`config.mk`:
```
export PLATFORM = sky130hd
export DESIGN_NAME = hazard_ctrl
export DESIGN_NICKNAME = d
export VERILOG_FILES = /design/src/rtl/hazard_ctrl.sv
export SDC_FILE = /design/constraint.sdc
export NUM_CORES = 1
export LEC_CHECK = 0
export ABC_AREA = 1
export CAP_MARGIN = 20
export CORE_MARGIN = 5
export CORE_UTILIZATION = 39
export CTS_CLUSTER_SIZE = 40
export DETAILED_ROUTE_END_ITERATION = 16
export GPL_TIMING_DRIVEN = 0
export PLACE_DENSITY = 0.79
export SLEW_MARGIN = 10
export SYNTH_ARGS = -nofsm -noshare
export SYNTH_HDL_FRONTEND = slang
export SYNTH_SLANG_ARGS = --single-unit
```
`constraint.sdc`:
```
create_clock -name clk -period 1.8 [get_ports clk]
set_clock_uncertainty 0.2 [all_clocks]
set_input_delay 0.36 -clock clk [delete_from_list [all_inputs] [get_ports clk]]
set_output_delay 0.36 -clock clk [all_outputs]
set_load 0.02 [all_outputs]
```
`src/rtl/hazard_ctrl.sv`:
```
// Pipeline hazard controller: load-use and ID-branch operand stalls, taken-branch/jump flush, post-reset hold.
// Optional statistics counters are built when HAZ_STATS_EN is defined.
module hazard_ctrl #(
  parameter int REG_W = 5,
  parameter int CNT_W = 16
) (
  input  logic             clk,
  input  logic             rst_n,
  input  logic [REG_W-1:0] id_rs,
  input  logic [REG_W-1:0] id_rt,
  input  logic             id_uses_rt,
  input  logic             id_branch,
  input  logic             id_branch_taken,
  input  logic             id_jump,
  input  logic             ex_mem_read,
  input  logic             ex_reg_write,
  input  logic [REG_W-1:0] ex_rd,
  input  logic             mem_mem_read,
  input  logic [REG_W-1:0] mem_rd,
  output logic             PCWrite,
  output logic             IF_ID_Write,
  output logic             ID_EX_Bubble,
  output logic             IF_Flush
`ifdef HAZ_STATS_EN
  ,
  output logic [CNT_W-1:0] stall_cycles,
  output logic [CNT_W-1:0] flush_count
`endif
);

  typedef enum logic [1:0] {
    ST_BOOT = 2'd0,
    ST_RUN  = 2'd1,
    ST_HOLD = 2'd2
  } state_e;

  state_e     state_r;
  logic [1:0] stall_left_r;

  logic match_ex_s, match_mem_s;
  logic lu_s, bex_s, ble_s, blm_s, hazard_s, redirect_s;

  if (REG_W < 1 || CNT_W < 1) begin : g_bad_param
    $error("hazard_ctrl: REG_W and CNT_W must be positive");
  end

  // Register 0 is hardwired to zero, so it can never carry a dependency.
  function automatic logic reg_match(input logic [REG_W-1:0] x, input logic [REG_W-1:0] rs,
                                     input logic [REG_W-1:0] rt, input logic uses_rt);
    return (x != {REG_W{1'b0}}) && ((x == rs) || (uses_rt && (x == rt)));
  endfunction

  // Hazard detection on the current ID, EX and MEM contents.
  always_comb begin
    match_ex_s  = reg_match(ex_rd, id_rs, id_rt, id_uses_rt);
    match_mem_s = reg_match(mem_rd, id_rs, id_rt, id_uses_rt);
    lu_s        = ex_mem_read && match_ex_s;
    bex_s       = id_branch && ex_reg_write && !ex_mem_read && match_ex_s;
    ble_s       = id_branch && ex_mem_read && match_ex_s;
    blm_s       = id_branch && mem_mem_read && match_mem_s;
    hazard_s    = lu_s || bex_s || ble_s || blm_s;
    redirect_s  = (id_branch && id_branch_taken) || id_jump;
  end

  // Pipeline control outputs; stall values unless RUN decides otherwise.
  always_comb begin
    PCWrite      = 1'b0;
    IF_ID_Write  = 1'b0;
    ID_EX_Bubble = 1'b1;
    IF_Flush     = 1'b0;
    case (state_r)
      ST_RUN: begin
        if (hazard_s) begin
          PCWrite      = 1'b0;
          IF_ID_Write  = 1'b0;
          ID_EX_Bubble = 1'b1;
          IF_Flush     = 1'b0;
        end else begin
          PCWrite      = 1'b1;
          IF_ID_Write  = 1'b1;
          ID_EX_Bubble = 1'b0;
          IF_Flush     = redirect_s;
        end
      end
      default: begin
        PCWrite      = 1'b0;
        IF_ID_Write  = 1'b0;
        ID_EX_Bubble = 1'b1;
        IF_Flush     = 1'b0;
      end
    endcase
  end

  // Stall sequencer: BOOT holds one cycle, a branch-after-load adds one HOLD cycle.
  always_ff @(posedge clk or negedge rst_n) begin
    if (!rst_n) begin
      state_r      <= ST_BOOT;
      stall_left_r <= 2'd0;
    end else begin
      case (state_r)
        ST_BOOT: begin
          state_r      <= ST_RUN;
          stall_left_r <= 2'd0;
        end
        ST_RUN: begin
          if (ble_s) begin
            state_r      <= ST_HOLD;
            stall_left_r <= 2'd1;
          end else begin
            state_r      <= ST_RUN;
            stall_left_r <= 2'd0;
          end
        end
        ST_HOLD: begin
          if (stall_left_r <= 2'd1) begin
            state_r      <= ST_RUN;
            stall_left_r <= 2'd0;
          end else begin
            state_r      <= ST_HOLD;
            stall_left_r <= stall_left_r - 2'd1;
          end
        end
        default: begin
          state_r      <= ST_BOOT;
          stall_left_r <= 2'd0;
        end
      endcase
    end
  end

`ifdef HAZ_STATS_EN
  // Saturating counters of post-boot stall cycles and flush cycles.
  always_ff @(posedge clk or negedge rst_n) begin
    if (!rst_n) begin
      stall_cycles <= {CNT_W{1'b0}};
      flush_count  <= {CNT_W{1'b0}};
    end else begin
      if ((state_r != ST_BOOT) && !PCWrite && (stall_cycles != {CNT_W{1'b1}})) begin
        stall_cycles <= stall_cycles + {{(CNT_W-1){1'b0}}, 1'b1};
      end else begin
        stall_cycles <= stall_cycles;
      end
      if (IF_Flush && (flush_count != {CNT_W{1'b1}})) begin
        flush_count <= flush_count + {{(CNT_W-1){1'b0}}, 1'b1};
      end else begin
        flush_count <= flush_count;
      end
    end
  end
`endif

endmodule
```
# [After elaboration in Yosys (flattened, before gate mapping)]
# Cells that the tools add are included.
# Widths: inputs -> output; s select.
[word_totals] regBits=4 input_bits=29
[op_classes] n_addsub=1 n_lt_le_gt_ge=1 n_eq_ne=6 mux=12 reduce_logical=23
[ops] operator="$eq 5x5->1" count=4
[ops] operator="$logic_and 1x1->1" count=13
[ops] operator="$reduce_bool 5->1" count=2
[ops] operator="$mux 1" count=7
[ops] operator="$logic_or 1x1->1" count=6
[ops] operator="$mux 2" count=3
[ops] operator="$pmux 2 s3" count=1
[ops] operator="$pmux 2 s2" count=1
[ops] operator="$eq 2x1->1 const B" count=1
[ops] operator="$eq 2x2->1 const B" count=1
[ops] operator="$le 2x1->1 const B" count=1
[ops] operator="$logic_not 2->1" count=1
[ops] operator="$sub 2x1->2 const B" count=1
[ops] operator="$logic_not 1->1" count=1

# [Logic depth before layout (Yosys ltp)]
[depth] depth_word=10 mapped_depth=10 ltp_nobuf=9

# [Worst setup path before layout]
# OpenSTA, ideal clock, no wires.
[synth_timing] path_kind="input to output" startpoint="input port id_rt[4]" endpoint="output port PCWrite" arrival_time_ns=1.316 required_time_ns=1.240 setup_slack_ns=-0.076 stages=10 n_path_buf=1 cell_sequence="inv_1 nand2_1 nand2_1 nor2_1 nand3_1 nand2_2 nand3_1 nand3_2 inv_1 buf_4"
[synth_between] elab_chain_len=10
[synth_rtl] item="start, declared" line_no="10" source="input logic [REG_W-1:0] id_rt,"
[synth_rtl] item="$eq 5x5->1" line_no="50" source="return (x != {REG_W{1'b0}}) && ((x == rs) || (uses_rt && (x == rt)));"
[synth_rtl] item="$logic_and 1x1->1" line_no="50"
[synth_rtl] item="$logic_or 1x1->1" line_no="50"
[synth_rtl] item="$logic_and 1x1->1" line_no="50"
[synth_rtl] item="$logic_and 1x1->1, on equally long branches" line_no="57, 58"
[synth_rtl] item="$logic_or 1x1->1 (2 in a row)" line_no="61" source="hazard_s = lu_s || bex_s || ble_s || blm_s;"
[synth_rtl] item="$logic_or 1x1->1 (*)" line_no="61"
[synth_rtl] item="$mux 1 (*) (2 in a row)"
[synth_rtl] item="end, declared" line_no="20" source="output logic PCWrite,"
# Mark *: on every way between the ends. The rest lies on a longest branch, timed or not.

# [Worst setup path in the final report]
[layout_timing] startpoint="input port ex_rd[1]" endpoint="output port PCWrite"
[layout_between] elab_chain_len=10
[layout_rtl] item="start, declared" line_no="17" source="input logic [REG_W-1:0] ex_rd,"
[layout_rtl] item="$eq 5x5->1" line_no="50"
[layout_rtl] item="$logic_and 1x1->1" line_no="50"
[layout_rtl] item="$logic_or 1x1->1" line_no="50"
[layout_rtl] item="$logic_and 1x1->1 (*)" line_no="50"
[layout_rtl] item="$logic_and 1x1->1, on equally long branches" line_no="57, 58"
[layout_rtl] item="$logic_or 1x1->1" line_no="61"
[layout_rtl] item="$logic_or 1x1->1 (*) (2 in a row)" line_no="61"
[layout_rtl] item="$mux 1 (*)" line_no="73" source="if (hazard_s) begin"
[layout_rtl] item="$mux 1 (*)" line_no="71" source="case (state_r)"
# Marked as above.

==> flow_results.org <==
** Run status
- The run finished, with violations left.
- The checks that failed: setup timing.

** Place
- Global placer's final weighted congestion :: 0.8382
- In this run the tool buffered the top-level ports with 32 buffer cells.
- Cell area after placement :: 978.4 sq um
- Once detailed placement completed, the half-perimeter wirelength came to 1516 um.
- Before CTS, the worst setup slack after placement is -1.030 ns.

** Synthesis
- After synthesis, the mean cell area works out to 5.433 sq um.
- In the synthesized netlist, the number of instances is 117.
- After synthesis the netlist holds a flip-flop and latch count of 4.
- Summing every instance area after synthesis gives 635.6 sq um.
- Synth Warn # :: 0
- When the netlist entered floorplanning its net count stood at 150.
- In this run, distinct cell masters in the synthesized netlist total 16.
- The share of the Yosys chip area taken by registers is 0.1575.

** CTS
- Hold repair after CTS inserted 0 buffers.
- In this run the deepest clock path goes through 2 buffers.
- Clock slew seen by the registers of the worst setup and hold paths :: 0.04 ns
- CTS buffer count :: 3
- The tree built by TritonCTS fans out to 4 sinks.
- The tree is rooted in a sky130_fd_sc_hd__clkbuf_4.
- The later pin in the worst-skew pair is clocked with a latency of 0.23 ns.
- TritonCTS built the clock tree.
- CTS built an H-tree with a depth of 1.

** Layout
- In the final design database the tool counted 189 nets.
- From synthesis to final layout, the design area changed by 77.56%.
- Once layout is done, the placed cells without fillers occupy 1129 sq um.
- Layout cell share with drive strength beyond 1 :: 0.4610
- The number of antenna diodes in the final layout is 0.
- Post-route core utilization :: 0.7406

** Timing
- Maximum operating frequency :: 524.2 MHz
- The total count of max-transition violations in the final report was 0.
- Fin crit share :: 1.060
- At the pin with the least slew margin, the transition time is 0.2023 ns.
- Total negative setup slack :: -0.2090 ns
- Final period demand of the worst path :: 1.908 ns
- The final hold violation count is 0.
- Finish-stage setup viols :: 4
- PnR worst setup slack :: -0.1076 ns
- The worst pin sits at a relative slew slack of 0.8644.
- Setup repair after global routing could not meet its margin everywhere.

** Setup path
- Data on the critical path is required at its endpoint by 1.24 ns.
- Slowest cell on the critical path :: sky130_fd_sc_hd__nor2_2
- Worst setup SP type :: input port
- The cell family contributing the most delay on the critical path is simple AND/OR/NAND/NOR gates.
- For this run, the slowest stage of the critical path takes 0.13 ns.
- Worst-path cell chain :: buf_8, inv_4, nand2_1, nand2_1, nor2_2, nand3_2, nand2_2, nand3_2, nand3_4, inv_2, buf_6, buf_6
- Buffer and inverter count on the worst path :: 5
- In this run the worst path has a maximum fanout of 3.
- By startpoint and endpoint, the worst setup path is classified as input port to output pin.
- STA puts the critical path data arrival time at 1.35 ns.
- Setup crit end kind :: output pin

** Floorplanning
- Number of placement rows :: 14
- Initial Util :: 0.4171
- The floorplan step defined a core boundary enclosing 1524 sq um.
- In this run the count of I/O pins placed on the die edge is 33.
- In this run the vertical extent of the chip is 50.37 um.
- Die ar. :: 2537 sq um
- Die W :: 50.37 um

** Route
- Using the TritonRoute via totals, the vias-per-cell ratio works out to 4.918.
- Summing over every cut layer, the via total after detailed routing is 836.
- Wirelength per Cell :: 12.68 um
- Number of DRC markers after the initial detailed-route iteration :: 6
- For this run, design rule violations remaining after detail routing come to 0.
- Wire length after detailed routing :: 2156 um
- Number of nets with antenna violations after detailed routing :: 0
- The pre-antenna-repair detailed-routing pass consisted of 4 iterations.

** Job
- Across the run, the number of max-cap violations was 0.

** Hold path
- Worst hold-check path type :: input port to asynchronous set/reset pin

** Power
- Power density over the cells :: 598.5 nW/um^2
- Worst VDD drop :: 435.4 uV
- P_leak :: 0.6053 nW

** Global route
- GRT Total Usage :: 0.1597
- The total overflow left after global routing is 0.
- Pin count of the biggest net entering global routing :: 5
- The initial antenna violation count came to 0.
- Number of global-route vias before repair :: 824
- The first global-routing pass estimated 3263 um of wire.
==> cells in the final DEF (no fill, tap or decap), types with 4 or more instances in the layout <==
cell type / count
sky130_fd_sc_hd__buf_6: 15
sky130_fd_sc_hd__nor2_1: 6
sky130_fd_sc_hd__dlygate4sd2_1: 4
sky130_fd_sc_hd__buf_8: 5
sky130_fd_sc_hd__nor2_2: 4
sky130_fd_sc_hd__nand3_1: 6
sky130_fd_sc_hd__dfrtp_1: 4
sky130_fd_sc_hd__nand2_2: 11
sky130_fd_sc_hd__inv_2: 10
sky130_fd_sc_hd__a21oi_1: 6
sky130_fd_sc_hd__buf_2: 4
sky130_fd_sc_hd__nand2_1: 31
sky130_fd_sc_hd__xnor2_1: 4
sky130_fd_sc_hd__inv_1: 9
sky130_fd_sc_hd__inv_4: 5
==> state kept, by name (all words and copies together) (netlist names) <==
| register | flops |
|---|---|
| stall_left_r | 2 |
| state_r | 2 |
==> synth_stat cells <==
cell type,instances,area share
sky130_fd_sc_hd__nand2_1,41,0.24
sky130_fd_sc_hd__inv_1,25,0.15
sky130_fd_sc_hd__nor2_1,10,0.059
sky130_fd_sc_hd__nand3_1,9,0.071
sky130_fd_sc_hd__a21oi_1,7,0.055
sky130_fd_sc_hd__dfrtp_1,4,0.16
sky130_fd_sc_hd__ha_1,4,0.079
sky130_fd_sc_hd__o21ai_0,4,0.031
sky130_fd_sc_hd__xnor2_1,4,0.055
sky130_fd_sc_hd__nor3_1,3,0.024
sky130_fd_sc_hd__a21o_1,1,0.012
sky130_fd_sc_hd__buf_4,1,0.012
sky130_fd_sc_hd__nand2_2,1,0.0098
sky130_fd_sc_hd__nand3_2,1,0.016
sky130_fd_sc_hd__nand4_1,1,0.0098
sky130_fd_sc_hd__nand4_2,1,0.020
==> through the flow <==
stage	cells	total power [mW]	hold slack [ns]
final	170	0.6755	0.1267
after global routing	170	0.7211	0.1420
after CTS	170	0.6424	0.1244
after detailed placement	165	0.5092	0.3150
after global placement	165	0.5000	0.3032
after floorplan	117	0.3239	-0.1356
==> layer usage <==
metal	vias up	wire length [um]	global-route usage
met2	29	1114	0.2908
met3	4	163	0.03550
met4	0	29	0.05532
li1	436	-	-
met1	367	847	0.1804
met5	-	0	0
==> layout make-up <==
cell class	instances	area (sq um)
clock buffer	3	22.52
inverter	25	111.4
fill	138	395.4
sequential	4	100.1
tap	16	20.02
timing repair buffer	34	345.3
buffer	1	11.26
multi-input combinational	87	518.0
==> timing repair <==
item                       in CTS  in global routing
gates resized for setup       154                 31
setup endpoints to repair       4                  4
setup buffers                   2                  0
pin swaps                      26                 25
==> power breakdown <==
group	switching [mW]	internal [mW]
logic	0.228	0.222
registers	0.0165	0.102
clock network	0.0320	0.0743
total	0.277	0.399
==> worst paths after layout <==
check	start	endpoint	slack (ns)	cells past startpoint
worst max-delay path	ex_rd[1]	PCWrite	-0.11	12
worst min-delay path	rst_n	state_r[1]	0.13	1
worst max register to register	state_r[0]	state_r[0]	0.48	4
worst min register to register	stall_left_r[0]	stall_left_r[1]	0.32	2
max in group asynchronous	rst_n	stall_left_r[1]	1.12	1
min in group clk	stall_left_r[0]	stall_left_r[1]	0.32	2
==> cell families (layout without fill, tap and decap cells) <==
group | Yosys count | count (layout) | share of synthesized area
fa+ha+maj | 4 | 4 | 0.07874
xor+xnor | 4 | 4 | 0.05511
compound gates | 12 | 12 | 0.09843
flops | 4 | 4 | 0.1575
simple gates | 67 | 67 | 0.4508
buf+inv | 26 | 63 | 0.1595
No activity file was read; power rests on OpenSTA's default activity.
